<file path="src/rtl/mips_multicycle_ctrl.sv">
// Multicycle MIPS control FSM: sequences fetch/decode/exec/mem/writeback
// against a waitrequest bus, interlocks with an iterative MULT/DIV unit and
// drives Moore-style datapath strobes from the state and the latched IR.
module mips_multicycle_ctrl #(
  parameter int unsigned BYTE_LANES      = 4,
  parameter int unsigned SUPPORT_MULDIV  = 1,
  parameter int unsigned HALT_ON_ZERO_JR = 1
) (
  input  logic                  clk,
  input  logic                  reset_n,
  input  logic [31:0]           instr,
  input  logic                  mem_waitrequest,
  input  logic [1:0]            addr_lo,
  input  logic                  muldiv_busy,
  input  logic                  jr_target_zero,
  output logic                  active,
  output logic [3:0]            state,
  output logic                  ir_write,
  output logic                  pc_write,
  output logic                  iord,
  output logic                  mem_read,
  output logic                  mem_write,
  output logic [BYTE_LANES-1:0] mem_byteenable,
  output logic                  jr,
  output logic                  jump,
  output logic                  branch,
  output logic                  link,
  output logic                  reg_write,
  output logic                  reg_dst,
  output logic                  mem_to_reg,
  output logic                  write_hi,
  output logic                  write_lo,
  output logic                  read_hi_lo,
  output logic                  muldiv_start,
  output logic                  illegal
);

  localparam logic [3:0] S_FETCH   = 4'd0;
  localparam logic [3:0] S_DECODE  = 4'd1;
  localparam logic [3:0] S_EXEC    = 4'd2;
  localparam logic [3:0] S_MEM     = 4'd3;
  localparam logic [3:0] S_WB      = 4'd4;
  localparam logic [3:0] S_MD_WAIT = 4'd5;
  localparam logic [3:0] S_HALT    = 4'd6;

  logic [3:0] state_q, state_d;
  logic       illegal_q, illegal_d;
  logic [5:0] op_q, fn_q;
  logic [1:0] alo_q;
  logic       ir_load;

  // Only opcode and funct steer control; the operand fields belong to the datapath.
  logic unused_instr_bits;
  assign unused_instr_bits = ^instr[25:6];

  logic d_ralu, d_ialu, d_br, d_j, d_jal, d_jr, d_jalr, d_hilo;
  logic d_load, d_sw, d_sh, d_sb, d_ill;
  logic d_md, d_mthi, d_mtlo, d_mfhi, d_mflo, d_store, mis_store;
  logic [BYTE_LANES-1:0] st_be;

  assign ir_load = (state_q == S_FETCH) && !mem_waitrequest;

  // Classify the latched instruction into control groups.
  always_comb begin
    d_ralu = 1'b0; d_ialu = 1'b0; d_br = 1'b0; d_j = 1'b0; d_jal = 1'b0;
    d_jr = 1'b0; d_jalr = 1'b0; d_hilo = 1'b0; d_load = 1'b0;
    d_sw = 1'b0; d_sh = 1'b0; d_sb = 1'b0; d_ill = 1'b0;
    case (op_q)
      6'h00: begin
        case (fn_q)
          6'h00, 6'h02, 6'h03, 6'h04, 6'h06, 6'h07,
          6'h20, 6'h21, 6'h22, 6'h23, 6'h24, 6'h25,
          6'h26, 6'h27, 6'h2A, 6'h2B:                   d_ralu = 1'b1;
          6'h08:                                        d_jr   = 1'b1;
          6'h09:                                        d_jalr = 1'b1;
          6'h10, 6'h11, 6'h12, 6'h13,
          6'h18, 6'h19, 6'h1A, 6'h1B: begin
            if (SUPPORT_MULDIV != 0) d_hilo = 1'b1;
            else                     d_ill  = 1'b1;
          end
          default:                                      d_ill  = 1'b1;
        endcase
      end
      6'h02:                                            d_j    = 1'b1;
      6'h03:                                            d_jal  = 1'b1;
      6'h04, 6'h05:                                     d_br   = 1'b1;
      6'h08, 6'h09, 6'h0A, 6'h0B, 6'h0C, 6'h0D,
      6'h0E, 6'h0F:                                     d_ialu = 1'b1;
      6'h20, 6'h21, 6'h23, 6'h24, 6'h25:                d_load = 1'b1;
      6'h28:                                            d_sb   = 1'b1;
      6'h29:                                            d_sh   = 1'b1;
      6'h2B:                                            d_sw   = 1'b1;
      default:                                          d_ill  = 1'b1;
    endcase
  end

  assign d_md      = d_hilo && fn_q[3];
  assign d_mfhi    = d_hilo && (fn_q == 6'h10);
  assign d_mthi    = d_hilo && (fn_q == 6'h11);
  assign d_mflo    = d_hilo && (fn_q == 6'h12);
  assign d_mtlo    = d_hilo && (fn_q == 6'h13);
  assign d_store   = d_sw || d_sh || d_sb;
  assign mis_store = (d_sw && (alo_q != 2'b00)) || (d_sh && alo_q[0]);

  // Store lane enables from the address captured in EXEC, so MEM outputs stay Moore.
  always_comb begin
    st_be = '0;
    if (d_sw)      st_be = '1;
    else if (d_sh) st_be = alo_q[1] ? BYTE_LANES'(4'b1100) : BYTE_LANES'(4'b0011);
    else if (d_sb) st_be = BYTE_LANES'(1) << alo_q;
  end

  // Next-state and sticky illegal-flag logic.
  always_comb begin
    state_d   = state_q;
    illegal_d = illegal_q;
    case (state_q)
      S_FETCH:   if (!mem_waitrequest) state_d = S_DECODE;
      S_DECODE:  if (!(d_hilo && muldiv_busy)) state_d = S_EXEC;
      S_EXEC: begin
        if (d_ill) illegal_d = 1'b1;
        if (d_ralu || d_ialu)             state_d = S_WB;
        else if (d_load || d_store)       state_d = S_MEM;
        else if (d_md)                    state_d = S_MD_WAIT;
        else if (d_jr && (HALT_ON_ZERO_JR != 0) && jr_target_zero)
                                          state_d = S_HALT;
        else                              state_d = S_FETCH;
      end
      S_MEM: begin
        // A misaligned store never touches the bus, so it does not wait on it.
        if (mis_store) begin
          illegal_d = 1'b1;
          state_d   = S_FETCH;
        end else if (!mem_waitrequest) begin
          state_d = d_load ? S_WB : S_FETCH;
        end
      end
      S_WB:      state_d = S_FETCH;
      S_MD_WAIT: if (!muldiv_busy) state_d = S_FETCH;
      S_HALT:    state_d = S_HALT;
      default:   state_d = S_FETCH;
    endcase
  end

  // State, IR fields, captured address and sticky illegal flag.
  always_ff @(posedge clk or negedge reset_n) begin
    if (!reset_n) begin
      state_q   <= S_FETCH;
      illegal_q <= 1'b0;
      op_q      <= '0;
      fn_q      <= '0;
      alo_q     <= '0;
    end else begin
      state_q   <= state_d;
      illegal_q <= illegal_d;
      if (ir_load) begin
        op_q <= instr[31:26];
        fn_q <= instr[5:0];
      end
      if (state_q == S_EXEC) alo_q <= addr_lo;
    end
  end

  assign state   = state_q;
  assign active  = (state_q != S_HALT);
  assign illegal = illegal_q;

  // Per-state strobes; reset_n gating drops them the moment reset asserts.
  always_comb begin
    ir_write = 1'b0; pc_write = 1'b0; iord = 1'b0; mem_read = 1'b0;
    mem_write = 1'b0; mem_byteenable = '0; jr = 1'b0; jump = 1'b0;
    branch = 1'b0; link = 1'b0; reg_write = 1'b0; reg_dst = 1'b0;
    mem_to_reg = 1'b0; write_hi = 1'b0; write_lo = 1'b0;
    read_hi_lo = 1'b0; muldiv_start = 1'b0;
    if (reset_n) begin
      case (state_q)
        S_FETCH: begin
          mem_read       = 1'b1;
          mem_byteenable = '1;
          ir_write       = !mem_waitrequest;
          pc_write       = !mem_waitrequest;
        end
        S_EXEC: begin
          branch       = d_br;
          jump         = d_j || d_jal;
          jr           = d_jr || d_jalr;
          pc_write     = d_j || d_jal || d_jr || d_jalr;
          link         = d_jal || d_jalr;
          reg_write    = d_jal || d_jalr || d_mfhi || d_mflo;
          reg_dst      = d_jalr || d_mfhi || d_mflo;
          read_hi_lo   = d_mfhi || d_mflo;
          muldiv_start = d_md;
          write_hi     = d_mthi;
          write_lo     = d_mtlo;
        end
        S_MEM: begin
          iord = 1'b1;
          if (d_load) begin
            mem_read       = 1'b1;
            mem_byteenable = '1;
          end else if (!mis_store) begin
            mem_write      = 1'b1;
            mem_byteenable = st_be;
          end
        end
        S_WB: begin
          reg_write  = 1'b1;
          reg_dst    = d_ralu;
          mem_to_reg = d_load;
        end
        S_MD_WAIT: begin
          write_hi = !muldiv_busy;
          write_lo = !muldiv_busy;
        end
        default: ;
      endcase
    end
  end

endmodule

</file>
<file path="config.mk">
export PLATFORM = sky130hd
export DESIGN_NAME = mips_multicycle_ctrl
export DESIGN_NICKNAME = d
export VERILOG_FILES = /design/src/rtl/mips_multicycle_ctrl.sv
export SDC_FILE = /design/constraint.sdc
export NUM_CORES = 1
export LEC_CHECK = 0
export ABC_CLOCK_PERIOD_IN_PS = 2100
export BUFFER_PORTS_ARGS = -buffer_cell sky130_fd_sc_hd__buf_2
export CAP_MARGIN = 20
export CORE_MARGIN = 2
export CORE_UTILIZATION = 25
export CTS_CLUSTER_DIAMETER = 200
export DETAILED_ROUTE_END_ITERATION = 7
export PLACE_DENSITY = 0.57
export SYNTH_ARGS = -nofsm -noshare
export SYNTH_HDL_FRONTEND = slang
export SYNTH_SLANG_ARGS = --single-unit
</file>
<file path="constraint.sdc">
create_clock -name clk -period 2.1 [get_ports clk]
set_input_delay 0.105 -clock clk [delete_from_list [all_inputs] [get_ports clk]]
set_output_delay 0.105 -clock clk [all_outputs]
set_load 0.03 [all_outputs]
</file>
==> results.json <==
{
  "status": "finished, final reports clean",
  "p_int_mw": 1.37,
  "dp_hpwl_mm": 3.28,
  "coreArea_um2": 5540,
  "synthFlopType": "dfrtp_1",
  "synth.area.mux_share_pct": 8.32,
  "clock-sinks": 18,
  "std_cell_rows": 27,
  "pwr-share-clk_pct": 10.8,
  "power.switching_mw": 1.33,
  "clk_pin_slew_ps": 70,
  "cp_slowest_stage_delay_ps": 450,
  "skew_ps": 3.49,
  "cts_tree": "built",
  "swShare_pct": 49.3,
  "grt_pass1_vias": 1449,
  "top_layer": "met4",
  "first_iter_violations": 110,
  "area_growth_pct": 34.2,
  "wl_met3_um": 286,
  "met2WireLength_mm": 1.90,
  "antenna_left": 0,
  "h-tree-depth": 1,
  "chipHeight_um": 80.0,
  "drcViolationCount": 0,
  "drive_above_1_share_pct": 38.7,
  "post-route-min-period_ps": 2040,
  "finalHoldViolations": 0,
  "fp.dieArea_um2": 6400,
  "grt_usage_pct": 13.9,
  "final_core_util_pct": 35.0,
  "portBuffers": 43,
  "nNetsFinal": 270,
  "syn_avg_cell_area_um2": 8.20,
  "wl_met1_mm": 2.06,
  "vias": 1528,
  "diodes": 0,
  "synth_compound_area_share_pct": 24.8,
  "power_frac_comb_pct": 60.3,
  "pwr-share-seq_pct": 28.9,
  "cts-root-buf": "clkbuf_8",
  "routedWlPerCell_um": 14.2,
  "synthArstFlopShare_pct": 100,
  "synth-simple-area-share_pct": 28.9,
  "grt_pass1_wl_mm": 7.04,
  "hold_slack_ps": 44.6,
  "clock_path_buffers": 2,
  "globalRoute.totalOverflow": 0,
  "post-route-period-util_pct": 97.1,
  "yosysSeqAreaShare_pct": 31.2,
  "yosys_warnings": 0,
  "drt_wl_total_mm": 4.28,
  "firstDrtPassIters": 4,
  "synth_edf_count": 0,
  "cp_slowest_cell": "dfrtp_2",
  "hp-class": "primary input to flop",
  "end_kind": "output port",
  "critical_path_class": "flop to output port",
  "power_leakage_nw": 0.848,
  "numCtsBuffers": 3,
  "synth_cells": 176,
  "synth_area_um2": 1440,
  "die_x_um": 80.0,
  "grt_max_degree": 20,
  "startpoint_type": "flop",
  "worst-path-max-fanout": 6,
  "start_util_pct": 26.1,
  "drv_slew": 0,
  "ys_types": 52,
  "powerDensity_nw_per_um2": 1390,
  "max_cap_viol_count": 0,
  "crit_family": "simple AND/OR/NAND/NOR gates",
  "vias_per_cell": 5.06,
  "synthAdderAreaFrac_pct": 0,
  "io-pin-count": 65,
  "r2r_setup_slack_ps": 220,
  "globalplace.congestion": 0.866,
  "arrival_ps": 1930,
  "insertion_delay_ps": 260,
  "cp_cell_sequence": "nor4_4 > and2_4 > o2111ai_1 > o32a_1 > nor2_1 > buf_4",
  "grt_antenna_before_repair": 0,
  "synth_nets": 215,
  "synth_xor_area_share_pct": 0,
  "max_freq_ghz": 0.490,
  "setup_viol": 0,
  "grt_setup_unrepaired": "yes",
  "cp.required_ps": 2000,
  "synth_top_family_by_area": "simple AND/OR/NAND/NOR gates",
  "ys_seq_elements": 18,
  "path_buf_inv": 1,
  "vdd_drop_max_mv": 0.384
}
final timing paths:
path	from	to	cells after the start
setup / recovery	op_q[2]	reg_dst	6
hold / removal	instr[31]	op_q[5]	3
setup reg to reg	op_q[3]	state[0]	7
hold reg to reg	illegal	illegal	1
max in group asynchronous	reset_n	op_q[2]	3
min in group asynchronous	reset_n	state[2]	2
power groups by stage:
stage | Clock, mW | Combinational (mW) | Sequential, mW
CTS | 0.297 | 1.59 | 0.766
detailed placement | 0 | 1.54 | 0.771
global route | 0.305 | 1.78 | 0.808
global placement | 0 | 1.53 | 0.764
finish | 0.291 | 1.62 | 0.779
floorplan | 0 | 1.17 | 0.690
sequential cells by signal (all words and copies together), names as in the netlist:
signal,count
fn_q,6
op_q,6
alo_q,2
state,3
illegal,1
layer usage:
| layer | GRT usage, % | up-vias |
|---|---|---|
| met4 | 4.41 | 0 |
| met2 | 21.4 | 49 |
| li1 | - | 750 |
| met3 | 2.71 | 5 |
| met1 | 19.4 | 724 |
| met5 | 0 | - |
kinds of logic (layout without fill, tap and decap cells):
family                 after synthesis  after routing
muxes                               11             11
other                                1              1
buffers and inverters               21             75
DFF                                 18             18
AOI/OAI and AO/OA                   52             52
and+or+nand+nor                     73             73
Yosys cell counts (2+ instances only):
cell,number,area share [%]
nor4_4,2,2.9
o2111ai_1,2,1.2
clkbuf_1,4,1.0
buf_2,4,1.4
dfrtp_1,18,31
nor3_1,2,0.69
a311oi_1,3,1.8
nor2_1,19,4.9
mux2_2,8,6.2
a21oi_1,14,4.9
mux2i_1,3,2.1
o31ai_1,4,2.1
nand3_1,6,2.1
a21o_1,2,1.0
nor3b_1,2,1.0
o21ai_0,10,3.5
or4_1,2,1.0
nand2b_1,6,2.6
nand2_1,18,4.7
inv_1,10,2.6
nor2b_1,3,1.3
and2_1,2,0.87
a221oi_1,2,1.2
o22a_1,2,1.2
timing repair:
item                                    4_1_cts  5_1_grt
endpoints found under the setup margin        5        9
setup buffers                                 2        2
hold buffers                                  1        0
pin swaps                                     1        2
resized for setup                             6       11
gates cloned                                  0        0
endpoints found under the hold margin        18        0
layout by cell type, fill, tap and decap left out, drive strengths merged, types with 2 or more instances in the layout:
cell type / count
clkbuf: 5
o31ai: 4
nor3: 2
a221oi: 2
nor3b: 2
nand2: 18
a311oi: 3
nor4: 3
and3: 2
nor2: 19
dfrtp: 18
inv: 10
o22a: 2
or4: 2
a21o: 3
buf: 59
o21ai: 11
nor2b: 3
mux2: 8
mux2i: 3
nand3: 6
and2: 3
a211oi: 2
o2111ai: 2
a21oi: 14
or2: 2
nand2b: 6
metrics by stage:
| stage | setup slack (ps) | setup TNS, ps | power (mW) | instances | cell area (µm²) |
|---|---|---|---|---|---|
| 2_1_floorplan | -75.0 | -150 | 1.86 | 176 | 1440 |
| 3_3_place_gp | 125 | 0 | 2.29 | 293 | 1790 |
| 3_5_place_dp | 129 | 0 | 2.31 | 293 | 1790 |
| 4_1_cts | 11.0 | 0 | 2.65 | 300 | 1890 |
| 5_1_grt | -40.8 | -132 | 2.90 | 302 | 1940 |
| 6_report | 61.1 | 0 | 2.69 | 302 | 1940 |
worst register-to-register path: cells and delay by family, from the launching register on:
family	cells	cell delay, ps
compound gates	2	470
buf+inv	2	350
flops	1	390
mux	1	240
simple gates	2	360
layout make-up:
class / count / area, µm²
clock buffer: 4 / 55.1
fill: 607 / 3600
inverter: 10 / 37.5
multi-input combinational: 137 / 936
sequential: 18 / 454
tap: 72 / 90.1
timing repair buffer: 61 / 365
Power figures use the tool's default switching activity.
